`config.mk`:
```
export PLATFORM = sky130hd
export DESIGN_NAME = eeg_epoch_feeder_flat
export DESIGN_NICKNAME = d
export VERILOG_FILES = /design/src/rtl/eeg_epoch_feeder_if.sv /design/src/rtl/eeg_epoch_feeder.sv /design/src/flat_wrapper.sv
export SDC_FILE = /design/constraint.sdc
export NUM_CORES = 1
export LEC_CHECK = 0
export ABC_AREA = 0
export CORE_UTILIZATION = 60
export CTS_CLUSTER_SIZE = 20
export DETAILED_ROUTE_END_ITERATION = 8
export DONT_BUFFER_PORTS = 1
export GPL_ROUTABILITY_DRIVEN = 0
export PLACE_DENSITY = 0.76
export SETUP_SLACK_MARGIN = 0.5
export SYNTH_ARGS = -nofsm -noshare
export SYNTH_HDL_FRONTEND = slang
export SYNTH_SLANG_ARGS = --single-unit
```
`constraint.sdc`:
```
create_clock -name clk -period 10.5 [get_ports clk]
set_input_delay 2.1 -clock clk [delete_from_list [all_inputs] [get_ports clk]]
set_output_delay 2.1 -clock clk [all_outputs]
set_load 0.02 [all_outputs]
```
`src/rtl/eeg_epoch_feeder_if.sv`:
```
// Signal bundle between the EEG epoch feeder and its ADC / accelerator neighbours.
// The slave modport is the feeder's view; the master modport is the environment's view.
interface eeg_epoch_feeder_if #(
    parameter int unsigned DATA_W        = 16,
    parameter int unsigned EPOCH_SAMPLES = 3000
) ();
    localparam int unsigned CNT_W = $clog2(EPOCH_SAMPLES + 1);

    logic              adc_valid;
    logic [DATA_W-1:0] adc_data;
    logic              adc_ready;
    logic              epoch_tick;
    logic              inference_complete;
    logic              start_eeg_load;
    logic              new_eeg_data;
    logic [DATA_W-1:0] eeg;
    logic              busy;
    logic              overflow;
    logic              epoch_missed;
    logic              timeout;
    logic [CNT_W-1:0]  samples_sent;

    modport slave (
        input  adc_valid, adc_data, epoch_tick, inference_complete,
        output adc_ready, start_eeg_load, new_eeg_data, eeg, busy, overflow,
        output epoch_missed, timeout, samples_sent
    );

    modport master (
        output adc_valid, adc_data, epoch_tick, inference_complete,
        input  adc_ready, start_eeg_load, new_eeg_data, eeg, busy, overflow,
        input  epoch_missed, timeout, samples_sent
    );
endinterface

```
`src/rtl/eeg_epoch_feeder.sv`:
```
// Buffers ADC samples and streams one paced epoch per epoch_tick to the accelerator.
// Optional inference watchdog enabled by defining EEG_FEED_TIMEOUT_EN.
module eeg_epoch_feeder #(
    parameter int unsigned DATA_W         = 16,
    parameter int unsigned FIFO_DEPTH     = 16,
    parameter int unsigned EPOCH_SAMPLES  = 3000,
    parameter int unsigned GAP_CYCLES     = 4,
    parameter int unsigned TIMEOUT_CYCLES = 1000000
) (
    input logic                clk,
    input logic                rst_n,
    eeg_epoch_feeder_if.slave  io_feed
);
    localparam int unsigned AW    = $clog2(FIFO_DEPTH);
    localparam int unsigned CNT_W = $clog2(EPOCH_SAMPLES + 1);
    localparam int unsigned GAP_W = $clog2(GAP_CYCLES + 1);
    localparam logic [CNT_W-1:0] EPOCH_LAST = CNT_W'(EPOCH_SAMPLES);
    localparam logic [GAP_W-1:0] GAP_LOAD   = GAP_W'(GAP_CYCLES);

    typedef enum logic [1:0] {StIdle, StStart, StStream, StWaitInf} state_e;

    state_e            r_state, w_state_next;
    logic [DATA_W-1:0] r_mem [FIFO_DEPTH];
    logic [AW:0]       r_wr_ptr, r_rd_ptr;
    logic [CNT_W-1:0]  r_in_count, r_samples_sent;
    logic [GAP_W-1:0]  r_gap;
    logic [DATA_W-1:0] r_eeg;
    logic              r_new_eeg, r_overflow, r_epoch_missed, r_timeout;
    logic              w_full, w_empty, w_start, w_window, w_push, w_pop, w_drop;
    logic              w_timeout_hit;

    // Extra pointer bit separates full (MSBs differ) from empty (pointers equal).
    assign w_empty  = (r_wr_ptr == r_rd_ptr);
    assign w_full   = (r_wr_ptr[AW] != r_rd_ptr[AW]) &&
                      (r_wr_ptr[AW-1:0] == r_rd_ptr[AW-1:0]);
    assign w_start  = (r_state == StStart);
    assign w_window = w_start || ((r_state == StStream) && (r_in_count < EPOCH_LAST));
    assign w_push   = w_window && io_feed.adc_valid && !w_full;
    assign w_drop   = w_window && io_feed.adc_valid && w_full;
    assign w_pop    = (r_state == StStream) && !w_empty && (r_gap == '0);

`ifdef EEG_FEED_TIMEOUT_EN
    localparam int unsigned TO_W = $clog2(TIMEOUT_CYCLES + 1);
    logic [TO_W-1:0] r_to_cnt;

    always_ff @(posedge clk or negedge rst_n) begin
        if (!rst_n) begin
            r_to_cnt <= '0;
        end else if (r_state != StWaitInf) begin
            r_to_cnt <= '0;
        end else begin
            r_to_cnt <= r_to_cnt + TO_W'(1);
        end
    end

    // A completion arriving on the expiry cycle takes precedence.
    assign w_timeout_hit = (r_state == StWaitInf) && !io_feed.inference_complete &&
                           (r_to_cnt == TO_W'(TIMEOUT_CYCLES - 1));
`else
    logic w_unused_timeout;
    assign w_unused_timeout = ^TIMEOUT_CYCLES;
    assign w_timeout_hit    = 1'b0;
`endif

    always_comb begin
        w_state_next = r_state;
        unique case (r_state)
            StIdle:    if (io_feed.epoch_tick) w_state_next = StStart;
            StStart:   w_state_next = StStream;
            StStream:  if ((r_in_count == EPOCH_LAST) && w_empty && !r_new_eeg)
                           w_state_next = StWaitInf;
            StWaitInf: if (io_feed.inference_complete || w_timeout_hit)
                           w_state_next = StIdle;
            default:   w_state_next = StIdle;
        endcase
    end

    always_ff @(posedge clk or negedge rst_n) begin
        if (!rst_n) r_state <= StIdle;
        else        r_state <= w_state_next;
    end

    always_ff @(posedge clk) begin
        if (w_push) r_mem[r_wr_ptr[AW-1:0]] <= io_feed.adc_data;
    end

    always_ff @(posedge clk or negedge rst_n) begin
        if (!rst_n) begin
            r_wr_ptr       <= '0;
            r_rd_ptr       <= '0;
            r_in_count     <= '0;
            r_samples_sent <= '0;
            r_gap          <= '0;
            r_eeg          <= '0;
            r_new_eeg      <= 1'b0;
            r_overflow     <= 1'b0;
            r_epoch_missed <= 1'b0;
            r_timeout      <= 1'b0;
        end else begin
            r_new_eeg <= w_pop;
            if (w_push) r_wr_ptr <= r_wr_ptr + (AW+1)'(1);
            if (w_pop) begin
                r_eeg    <= r_mem[r_rd_ptr[AW-1:0]];
                r_rd_ptr <= r_rd_ptr + (AW+1)'(1);
            end
            if (w_start) begin
                r_samples_sent <= '0;
                r_gap          <= '0;
                r_overflow     <= 1'b0;
                r_timeout      <= 1'b0;
                r_epoch_missed <= io_feed.epoch_tick;
                r_in_count     <= io_feed.adc_valid ? CNT_W'(1) : '0;
            end else begin
                if (w_window && io_feed.adc_valid) r_in_count <= r_in_count + CNT_W'(1);
                if (w_pop)         r_samples_sent <= r_samples_sent + CNT_W'(1);
                if (w_drop)        r_overflow     <= 1'b1;
                if (w_timeout_hit) r_timeout      <= 1'b1;
                if (io_feed.epoch_tick && (r_state != StIdle)) r_epoch_missed <= 1'b1;
                if (w_pop)               r_gap <= GAP_LOAD;
                else if (r_gap != '0)    r_gap <= r_gap - GAP_W'(1);
            end
        end
    end

    assign io_feed.adc_ready      = w_window && !w_full;
    assign io_feed.start_eeg_load = w_start;
    assign io_feed.new_eeg_data   = r_new_eeg;
    assign io_feed.eeg            = r_eeg;
    assign io_feed.busy           = (r_state != StIdle);
    assign io_feed.overflow       = r_overflow;
    assign io_feed.epoch_missed   = r_epoch_missed;
    assign io_feed.timeout        = r_timeout;
    assign io_feed.samples_sent   = r_samples_sent;
endmodule

```
`src/flat_wrapper.sv`:
```
// flat-port wrapper written by rule: the top's interface ports become plain ports
module eeg_epoch_feeder_flat 
#(
    parameter int unsigned DATA_W         = 16,
    parameter int unsigned FIFO_DEPTH     = 16,
    parameter int unsigned EPOCH_SAMPLES  = 3000,
    parameter int unsigned GAP_CYCLES     = 4,
    parameter int unsigned TIMEOUT_CYCLES = 1000000
)
  (clk, rst_n, io_feed_adc_valid, io_feed_adc_data, io_feed_epoch_tick, io_feed_inference_complete, io_feed_adc_ready, io_feed_start_eeg_load, io_feed_new_eeg_data, io_feed_eeg, io_feed_busy, io_feed_overflow, io_feed_epoch_missed, io_feed_timeout, io_feed_samples_sent);
  eeg_epoch_feeder_if #(.DATA_W(DATA_W), .EPOCH_SAMPLES(EPOCH_SAMPLES)) io_feed_i ();
  input logic clk;
  input logic rst_n;
  input wire logic [$bits(io_feed_i.adc_valid)-1:0] io_feed_adc_valid;
  input wire logic [$bits(io_feed_i.adc_data)-1:0] io_feed_adc_data;
  input wire logic [$bits(io_feed_i.epoch_tick)-1:0] io_feed_epoch_tick;
  input wire logic [$bits(io_feed_i.inference_complete)-1:0] io_feed_inference_complete;
  output wire logic [$bits(io_feed_i.adc_ready)-1:0] io_feed_adc_ready;
  output wire logic [$bits(io_feed_i.start_eeg_load)-1:0] io_feed_start_eeg_load;
  output wire logic [$bits(io_feed_i.new_eeg_data)-1:0] io_feed_new_eeg_data;
  output wire logic [$bits(io_feed_i.eeg)-1:0] io_feed_eeg;
  output wire logic [$bits(io_feed_i.busy)-1:0] io_feed_busy;
  output wire logic [$bits(io_feed_i.overflow)-1:0] io_feed_overflow;
  output wire logic [$bits(io_feed_i.epoch_missed)-1:0] io_feed_epoch_missed;
  output wire logic [$bits(io_feed_i.timeout)-1:0] io_feed_timeout;
  output wire logic [$bits(io_feed_i.samples_sent)-1:0] io_feed_samples_sent;
  assign io_feed_i.adc_valid = io_feed_adc_valid;
  assign io_feed_i.adc_data = io_feed_adc_data;
  assign io_feed_i.epoch_tick = io_feed_epoch_tick;
  assign io_feed_i.inference_complete = io_feed_inference_complete;
  assign io_feed_adc_ready = io_feed_i.adc_ready;
  assign io_feed_start_eeg_load = io_feed_i.start_eeg_load;
  assign io_feed_new_eeg_data = io_feed_i.new_eeg_data;
  assign io_feed_eeg = io_feed_i.eeg;
  assign io_feed_busy = io_feed_i.busy;
  assign io_feed_overflow = io_feed_i.overflow;
  assign io_feed_epoch_missed = io_feed_i.epoch_missed;
  assign io_feed_timeout = io_feed_i.timeout;
  assign io_feed_samples_sent = io_feed_i.samples_sent;
  eeg_epoch_feeder #(.DATA_W(DATA_W), .FIFO_DEPTH(FIFO_DEPTH), .EPOCH_SAMPLES(EPOCH_SAMPLES), .GAP_CYCLES(GAP_CYCLES), .TIMEOUT_CYCLES(TIMEOUT_CYCLES)) u_core (.clk(clk), .rst_n(rst_n), .io_feed(io_feed_i));
endmodule
```
==> impl_metrics.py <==
metrics = {
    "run_status": {
        "status": "finished clean",
    },
    "critical_path": {
        "cp-end-kind": "output port",
        "r2r-end": "u_core.r_mem[13][10]",
        "crit_type": "flip-flop to output port",
        "reg2reg_setup_slack_ns": 6.85,
        "startpoint_type": "flip-flop",
        "crit_arrival_ns": 2.51,
        "r2r_start": "u_core.r_rd_ptr[1]",
        "cp_max_fo": 68,
        "cp.required_ns": 8.40,
        "r2r.worst_path.cells": 7,
    },
    "cells_and_area": {
        "area_growth_pct": 10.8,
        "antenna_cells": 0,
        "multiInputGateArea_mm2": 0.00329,
        "fin_nets": 741,
        "seq_area_mm2": 0.00914,
        "drive_gt1_share_pct": 20.9,
        "layout_commonest_cell": "edfxtp_1",
        "layout_common_cells": "edfxtp_1 (256), mux4_2 (64), dfrtp_1 (56)",
        "fillers": 1291,
        "post-route-cell-area_mm2": 0.0140,
        "utilization_pct": 68.5,
    },
    "clock_tree": {
        "clk_latency_ns": 0.56,
        "cts_hold_buf": 0,
        "cts.htree.levels": 1,
        "postCtsSetupBuffers": 0,
        "cts.path.max_buffers": 3,
        "cts_tree": "yes",
        "clock-sinks": 314,
        "clk_pin_slew_ns": 0.06,
        "cts_made_buffers": 30,
        "root_buffer": "clkbuf_16",
        "cts_resized": 0,
    },
    "placement": {
        "place_hpwl_um": 14900,
        "portBuffers": 0,
        "pre_cts_ws_ns": 6.41,
        "place_area_mm2": 0.0130,
    },
    "timing": {
        "layout_min_cycle_time_ns": 4.61,
        "slew_headroom_pct": 24.8,
        "setup_viol": 0,
        "clock_skew_ns": 0.0209,
        "drv_slew": 0,
        "fmax_mhz": 217,
        "period_share_pct": 43.9,
        "rsz0062_at_grt": "no",
        "hold_ws_ns": 0.543,
        "worst_slew_pin_slew_ns": 1.13,
        "hold_viol": 0,
        "tns_ns": 0,
        "setup_ws_ns": 5.89,
    },
    "grt": {
        "grt_pass1_wl_um": 39200,
        "track_usage_pct": 24.5,
        "antenna_found_initial": 0,
        "grt_max_degree": 69,
        "grt_pass1_vias": 6672,
        "gr-total-overflow": 0,
    },
    "yosys": {
        "avgSynthCellArea_um2": 18.3,
        "synthCells": 689,
        "ys.flop_type": "edfxtp_1",
        "syn_nets": 725,
        "synth_seq_area_share_pct": 72.3,
        "synthesis.area_mm2": 0.0126,
        "yosysUniqueCellTypes": 55,
        "synth-edff-count": 256,
        "ys_warn_count": 0,
        "synthArstFlopShare_pct": 18.5,
        "ys_ff_latch": 314,
    },
    "min_path": {
        "holdPathEnd": "u_core.r_wr_ptr[4]",
        "hp-class": "flip-flop to flip-flop",
        "hp-start": "u_core.r_wr_ptr[4]",
        "min_path_cells": 1,
    },
    "die": {
        "coreArea_mm2": 0.0204,
        "row_count": 52,
        "pin_count": 56,
        "fp.dieW_um": 147,
        "start_util_pct": 61.8,
        "die_h_um": 147,
        "die-area_mm2": 0.0216,
    },
    "routing": {
        "antenna_left": 0,
        "drt_wl_total_um": 25400,
        "num_vias": 6477,
        "drt_first_pass_iters": 5,
        "viasPerCell": 6.49,
        "wl_per_cell_um": 25.5,
        "drc": 0,
        "drt_first_iter_violations": 630,
    },
    "run": {
        "drv_cap": 0,
    },
    "power_and_ir_drop": {
        "irDropWorstVdd_mv": 0.177,
        "powerDensity_mw_per_mm2": 265,
        "leakagePower_uw": 0.00481,
    },
}
[logic make-up (layout without fill, tap and decap cells)]
group                    count (synthesis)  count (layout)  synth area share [%]
AO/OA/AOI/OAI                          112             112                  6.29
buffers and inverters                   57              96                  2.10
XOR/XNOR                                21              21                  1.52
multiplexers                            70              70                  11.9
other                                    1               1                0.0297
AND/OR/NAND/NOR                         99              99                  4.32
adder cells (fa/ha/maj)                 15              15                  1.49
flip-flops                             314             314                  72.3
[sequential cells by signal, indices dropped and copies added (netlist names)]
| register | cells |
|---|---|
| u_core.r_mem | 256 |
| u_core.io_feed.eeg | 16 |
| u_core.io_feed.samples_sent | 12 |
| u_core.r_in_count | 12 |
| u_core.r_rd_ptr | 5 |
| u_core.r_wr_ptr | 5 |
| u_core.r_gap | 3 |
| u_core.r_state | 2 |
| u_core.io_feed.epoch_missed | 1 |
| u_core.io_feed.new_eeg_data | 1 |
| u_core.io_feed.overflow | 1 |
[where the power goes]
group          switching [µW]  internal (µW)  leakage, µW
Combinational             510            425      0.00126
Clock                     445            646     0.000484
Sequential                176           1510      0.00306
Total                    1130           2580      0.00481
[layer usage]
metal,wire length (µm),up-vias,global-route usage (%)
met2,13200,243,40.9
met4,510,0,7.16
li1,-,2788,-
met1,10300,3403,34.3
met3,1450,43,3.45
met5,0,-,0
[per-stage QoR]
stage / power, µW / std cells
2_1_floorplan: 2400 / 689
3_3_place_gp: 2600 / 943
3_5_place_dp: 2640 / 943
4_1_cts: 3740 / 998
5_1_grt: 3870 / 998
6_report: 3710 / 998
[synth_stat cells (3+ instances only)]
| library cell | n | area [µm²] |
|---|---|---|
| dfrtp_1 | 58 | 1450 |
| nand3_1 | 15 | 75.1 |
| nand4_1 | 8 | 50.1 |
| nor2_1 | 21 | 78.8 |
| clkbuf_1 | 12 | 45.0 |
| edfxtp_1 | 256 | 7690 |
| nand2_1 | 12 | 45.0 |
| nor3_1 | 5 | 25.0 |
| buf_4 | 5 | 37.5 |
| mux4_2 | 64 | 1440 |
| nor2b_1 | 6 | 37.5 |
| xnor2_1 | 19 | 166 |
| ha_1 | 15 | 188 |
| nor3b_1 | 6 | 45.0 |
| nor4_1 | 3 | 18.8 |
| o31ai_1 | 3 | 22.5 |
| and2_1 | 3 | 18.8 |
| inv_1 | 22 | 82.6 |
| a21o_1 | 18 | 135 |
| and3_1 | 3 | 18.8 |
| buf_2 | 14 | 70.1 |
| or4_1 | 3 | 22.5 |
| o21ai_0 | 7 | 35.0 |
| a22oi_1 | 32 | 240 |
| or3_1 | 6 | 37.5 |
| a21oi_1 | 32 | 160 |
[worst max path at each step]
stage	startpoint	end	slack, ns	cells past startpoint
detailed placement	u_core.r_rd_ptr[1]	io_feed_adc_ready	6.41	4
floorplan	io_feed_adc_valid	u_core.r_mem[6][0]	6.24	4
CTS	u_core.r_rd_ptr[1]	io_feed_adc_ready	5.81	4
global route	u_core.r_state[0]	io_feed_adc_ready	5.67	5
finish	u_core.r_rd_ptr[1]	io_feed_adc_ready	5.89	4
global placement	u_core.r_rd_ptr[1]	io_feed_adc_ready	6.41	4
[worst max-delay path, cell delays in order, from the launching register on]
cell	delay [ns]
dfrtp_2	0.34
buf_4	0.70
xnor2_1	0.21
and4_1	0.24
a22oi_2	0.46
[layout make-up]
type | instances | area share [%]
clock buffer | 35 | 5.50
clock inverter | 20 | 1.69
inverter | 22 | 0.590
multi-input combinational | 318 | 23.5
sequential | 314 | 65.3
tap | 270 | 2.41
timing repair buffer | 19 | 1.02
Power figures use the tool's default switching activity.
==> patch 1, RTL diff (same settings) <==
`EPOCH_SAMPLES` is set to 3000 in 3 places; all go to 1500.
--- a/src/rtl/eeg_epoch_feeder_if.sv
+++ b/src/rtl/eeg_epoch_feeder_if.sv
@@ -3,5 +3,5 @@
 interface eeg_epoch_feeder_if #(
     parameter int unsigned DATA_W        = 16,
-    parameter int unsigned EPOCH_SAMPLES = 3000
+    parameter int unsigned EPOCH_SAMPLES = 1500
 ) ();
     localparam int unsigned CNT_W = $clog2(EPOCH_SAMPLES + 1);
--- a/src/rtl/eeg_epoch_feeder.sv
+++ b/src/rtl/eeg_epoch_feeder.sv
@@ -4,5 +4,5 @@
     parameter int unsigned DATA_W         = 16,
     parameter int unsigned FIFO_DEPTH     = 16,
-    parameter int unsigned EPOCH_SAMPLES  = 3000,
+    parameter int unsigned EPOCH_SAMPLES  = 1500,
     parameter int unsigned GAP_CYCLES     = 4,
     parameter int unsigned TIMEOUT_CYCLES = 1000000
--- a/src/flat_wrapper.sv
+++ b/src/flat_wrapper.sv
@@ -4,5 +4,5 @@
     parameter int unsigned DATA_W         = 16,
     parameter int unsigned FIFO_DEPTH     = 16,
-    parameter int unsigned EPOCH_SAMPLES  = 3000,
+    parameter int unsigned EPOCH_SAMPLES  = 1500,
     parameter int unsigned GAP_CYCLES     = 4,
     parameter int unsigned TIMEOUT_CYCLES = 1000000
Interface: changed (resized io_feed_samples_sent); port bits go from 56 to 55. No check against the original RTL was run, so the function may have changed too.
==> patch 1 against the original RTL <==
Routed wire length is 0.57% lower; total power fell by 1.3%; register-to-register slack lost 0.05 ns; synthesized cell count grew 3.3%; synthesized area down 0.71%; design area is 1.1% lower; setup slack got worse by 0.083 ns; worst hold slack got worse by 0.0020 ns; sequential cell count fell by 2; sequential share of layout area is 0.41 points higher; utilization fell by 0.57 points; largest cell class unchanged.
==> patch 1: results (changes against the original RTL) <==
| Metric | Value |
|---|---|
| Yosys cell types | `50 (-9.1%)` |
| NonClk Buf Share | `0.00976 (-0.000424)` |
| WHS | `0.541 ns (-0.00198 ns)` |
| Clock-cell share | `0.0694 (-0.00242)` |
| DR vias | `6,487 (+0.15%)` |
| Starting DRT DRC Count | `504 (-20%)` |
| Final min period | `4.70 ns (+0.0832 ns)` |
| Vias per cell | `6.38 (-1.6%)` |
| Largest net degree at the start of global routing | `57 (-17%)` |
| GR Util met3 | `0.0431 (+0.00865)` |
| Leakage Power | `4.57 nW (-5.0%)` |
| Asr flop ratio synth | `0.179 (-0.00523)` |
| DR WL/cell | `24.9 um (-2.3%)` |
| Least-Margin Pin Slew | `1.34 ns (+0.214 ns)` |
| Buffers outside the clock class | `18 (-1)` |
| Inverters | `17 (-23%)` |
| Worst IR Drop VDD | `0.187 mV (+5.8%)` |
| Area of placed instances | `12,900 um^2 (-0.89%)` |
| DP Cell Count | `960 (+1.8%)` |
| GRT Resource Usage Total | `0.243 (-0.00196)` |
| Post-synth top cells | `edfxtp_1 (256), dfrtp_1 (56), mux4_2 (48)` |
| Top post-synthesis cells by area | `edfxtp_1 (61%), dfrtp_1 (11%), mux4_2 (8.6%), mux2i_1 (2.7%), xnor2_1 (1.6%)` |
| Reg2Reg Depth | `8 (+1)` |
| Status | `finished clean` |
| DP HPWL | `15,000 um (+0.52%)` |
| Sink Count | `312 (-0.64%)` |
| Final instance area | `13,800 um^2 (-1.1%)` |
| First-pass GRT wire length | `39,200 um (-0.16%)` |
| Seq/Total Area, Yosys | `0.725 (+0.00121)` |
| FF-to-FF Start | `u_core.r_state[0]$_DFFE_PN0P_` |
| Largest stage delay, worst path | `0.46 ns (-0.24 ns)` |
| Mapped Nets | `748 (+3.2%)` |
| Layout cells sized above 1 | `0.168 (-0.0412)` |
| Global routing met1 resource utilization | `0.330 (-0.0121)` |
| Met2 Use GR | `0.408 (-0.000907)` |
| Net count, final | `759 (+2.4%)` |
| Clock buffers | `34 (-2.9%)` |
| Fillers | `1,316 (+1.9%)` |
| Met2 routed WL | `12,700 um (-3.5%)` |
| R2r setup slk | `6.80 ns (-0.05 ns)` |
[patch 1: changes by cell type in the layout (fill, tap and decap cells not counted), sizes merged, moves of 15 or more]
cell | before | now
a21o | 18 | 0
mux2i | 2 | 34
a221oi | 2 | 17
a22oi | 33 | 17
a21oi | 33 | 7
nor2 | 21 | 36
o21a | 1 | 17
mux4 | 64 | 48
[patch 1: cell families (layout without fill, tap and decap cells)]
family	after synthesis	in the layout	synth area share
buf+inv	57	91	0.0192
fa+ha+maj	15	15	0.0150
other cells	1	1	0.000299
flops	312	312	0.725
compound gates	102	102	0.0613
xor+xnor	31	31	0.0216
mux	85	85	0.116
simple gates	109	109	0.0420
[patch 1: power breakdown]
part | switching, mW | internal (mW) | total (mW)
clock network | 0.453 | 0.590 | 1.04
logic | 0.503 | 0.401 | 0.905
registers | 0.203 | 1.51 | 1.71
total | 1.16 | 2.50 | 3.66
[patch 1: how the worst max path moves through the flow]
| stage | start | endpoint | cells past startpoint |
|---|---|---|---|
| finish | u_core.r_state[0]$_DFFE_PN0P_ | io_feed_adc_ready | 5 |
| global route | u_core.r_state[0]$_DFFE_PN0P_ | io_feed_adc_ready | 5 |
| CTS | u_core.r_state[0]$_DFFE_PN0P_ | io_feed_adc_ready | 5 |
| detailed placement | u_core.r_state[0]$_DFFE_PN0P_ | io_feed_adc_ready | 5 |
| global placement | u_core.r_state[0]$_DFFE_PN0P_ | io_feed_adc_ready | 5 |
| floorplan | io_feed_adc_valid | u_core.r_mem[3][0]$_DFFE_PP_ | 3 |
[patch 1: critical path: cells and delay by family (launching register included)]
kind,cells,cell delay [ns]
compound gates,2,0.56
fa+ha+maj,1,0.46
buf+inv,1,0.14
flops,1,0.44
simple gates,1,0.41
==> patch 2, RTL diff (same flow settings) <==
Made on the original files. One comparison of `r_in_count` changes from == to >=.
--- a/src/rtl/eeg_epoch_feeder.sv
+++ b/src/rtl/eeg_epoch_feeder.sv
@@ -68,5 +68,5 @@
             StIdle:    if (io_feed.epoch_tick) w_state_next = StStart;
             StStart:   w_state_next = StStream;
-            StStream:  if ((r_in_count == EPOCH_LAST) && w_empty && !r_new_eeg)
+            StStream:  if ((r_in_count >= EPOCH_LAST) && w_empty && !r_new_eeg)
                            w_state_next = StWaitInf;
             StWaitInf: if (io_feed.inference_complete || w_timeout_hit)
Behaviour: same outputs for any inputs over 4 cycles, from zero or initial values and one cycle with rst_n low; that may be too few to reach the edited logic, so the function may still have changed.
==> patch 2 against the original RTL <==
Combinational power is 2% lower; setup slack worse by 0.23 ns; routed wire length is 1.4% higher; critical path depth stayed put; fmax is 4.8% lower; first-iteration DRC count is 19% lower; synthesized area is 0.36% higher; design area is 0.21% higher; sequential cell count stayed put; total power is 2.0% higher; critical path type unchanged; critical endpoint unchanged; largest cell class unchanged.
==> patch 2: results (changes against the original RTL) <==
| Metric | Value |
|---|---|
| Status | `finished clean` |
| Reg2Reg Depth | `7 (unchanged)` |
| Port Buffer Count | `0 (unchanged)` |
| Final wirelength | `25,800 um (+1.4%)` |
| Layout cells sized above 1 | `0.225 (+0.0166)` |
| Largest net degree at the start of global routing | `68 (-1.4%)` |
| Metal3 WL | `1650 um (+14%)` |
| Initial antenna violation count | `0 (unchanged)` |
| Area of placed instances | `13,000 um^2 (-0.13%)` |
| Post-Syn Instances | `690 (+0.15%)` |
| WP data arrival | `2.75 ns (+0.24 ns)` |
| First-pass GRT wire length | `39,500 um (+0.69%)` |
| GR Util met3 | `0.0422 (+0.00776)` |
| Mapped Nets | `726 (+0.14%)` |
| Post-synth top cells | `edfxtp_1 (256), mux4_2 (63), dfrtp_1 (58)` |
| Multiplexer area fraction after synthesis | `0.115 (-0.00408)` |
| Internal | `2.63 mW (+1.9%)` |
| GRT Resource Usage Total | `0.245 (-0.000581)` |
| Worst-Skew Late Latency | `0.55 ns` |
| Fin. max-slew vios | `0 (unchanged)` |
| # diodes | `0 (unchanged)` |
| DP HPWL | `15,600 um (+4.6%)` |
| Sw Ratio | `0.305 (+0.000402)` |
| Net count, final | `744 (+0.40%)` |
| Synth Area in Adders | `0.0148 (-0.0000528)` |
| Starting DRT DRC Count | `508 (-19%)` |
| Met1 Wirelength | `10,700 um (+4.4%)` |
| Slowest CP cell | `dfrtp_4` |
| Max FFs per register | `256 (unchanged)` |
| Maximum fanout along the worst path | `34 (-50%)` |
| Final Skew | `0.0237 ns (+0.00279 ns)` |
| Xor/xnor cell area share of the yosys netlist | `0.0186 (+0.00340)` |
| Hold Path Depth | `1 (unchanged)` |
| Met2 routed WL | `12,800 um (-2.9%)` |
| EDFF count, synth | `256 (unchanged)` |
| Yosys cell types | `58 (+5.5%)` |
| Antenna Nets Post-Route | `0 (unchanged)` |
| Worst slack at placement | `6.19 ns (-0.224 ns)` |
| Top delay family on crit path | `flip-flops` |
| Global routing met1 resource utilization | `0.346 (+0.00351)` |
| Rel. slew slack | `0.327 (+0.0792)` |
| Top post-synthesis cells by area | `edfxtp_1 (61%), dfrtp_1 (11%), mux4_2 (11%), ha_1 (1.5%), nand2_1 (1.2%)` |
| Seq/Total Area, Yosys | `0.721 (-0.00257)` |
| Fillers | `1,260 (-2.4%)` |
| Synth Area in Compound Gates | `0.0573 (-0.00555)` |
| Largest stage delay, worst path | `0.86 ns (+0.16 ns)` |
| DP Cell Count | `946 (+0.32%)` |
| Seq pwr | `1.73 mW (+3%)` |
| Synth warn | `0 (unchanged)` |
| Vias per cell | `6.44 (-0.83%)` |
| Non-filler instance count after layout | `1,002 (+0.40%)` |
| Clock power share | `0.300 (+0.006)` |
| Met2 Use GR | `0.397 (-0.0120)` |
| Worst IR Drop VDD | `0.160 mV (-9.3%)` |
| H-tree depth | `1 (unchanged)` |
| Vias in the first global route | `6,790 (+1.8%)` |
| Leakage Power | `4.80 nW (-0.22%)` |
## patch 2: cell types whose count changed after synthesis, sizes merged, moves of 6 or more
cell    before  now
a21o        18    0
a21oi       33   14
a221oi       2   16
a22o         0   16
a22oi       33    1
nand2       12   41
nor2        21   32
nor3b        8    0
o21ai        8   26
xnor2       19   13
xor2         2   13
## patch 2: worst reg2reg max path, cell delays in order (launching register included)
cell and delay [ns]:
dfrtp_1 0.44, inv_1 0.13, ha_1 0.21, buf_4 0.37, inv_1 0.22, a41oi_2 0.52, o211ai_2 0.34, nor2_2 0.84
## patch 2: cell type report
| type | count | area [um^2] | area share |
|---|---|---|---|
| Timing Repair Buffer | 21 | 158 | 0.0112 |
| Clock buffer | 34 | 787 | 0.0561 |
| Tap cell | 270 | 338 | 0.0241 |
| Multi-Input combinational cell | 321 | 3270 | 0.233 |
| Clock inverter | 22 | 264 | 0.0188 |
| Inverter | 20 | 75.1 | 0.00535 |
| Sequential cell | 314 | 9140 | 0.652 |
## patch 2: path summary, 6_finish.rpt
check                                                    start                                 to  slack, ns
worst max-delay path            u_core.r_rd_ptr[0]$_DFFE_PN0P_                  io_feed_adc_ready       5.65
worst min-delay path            u_core.r_rd_ptr[4]$_DFFE_PN0P_     u_core.r_rd_ptr[4]$_DFFE_PN0P_       0.52
worst max register to register   u_core.r_state[1]$_DFFE_PN0P_      u_core.r_mem[15][7]$_DFFE_PP_       7.06
worst min register to register  u_core.r_rd_ptr[4]$_DFFE_PN0P_     u_core.r_rd_ptr[4]$_DFFE_PN0P_       0.52
max in group asynchronous                                rst_n     u_core.r_rd_ptr[0]$_DFFE_PN0P_       9.14
min in group asynchronous                                rst_n  u_core.io_feed.eeg[0]$_DFFE_PN0P_       1.26
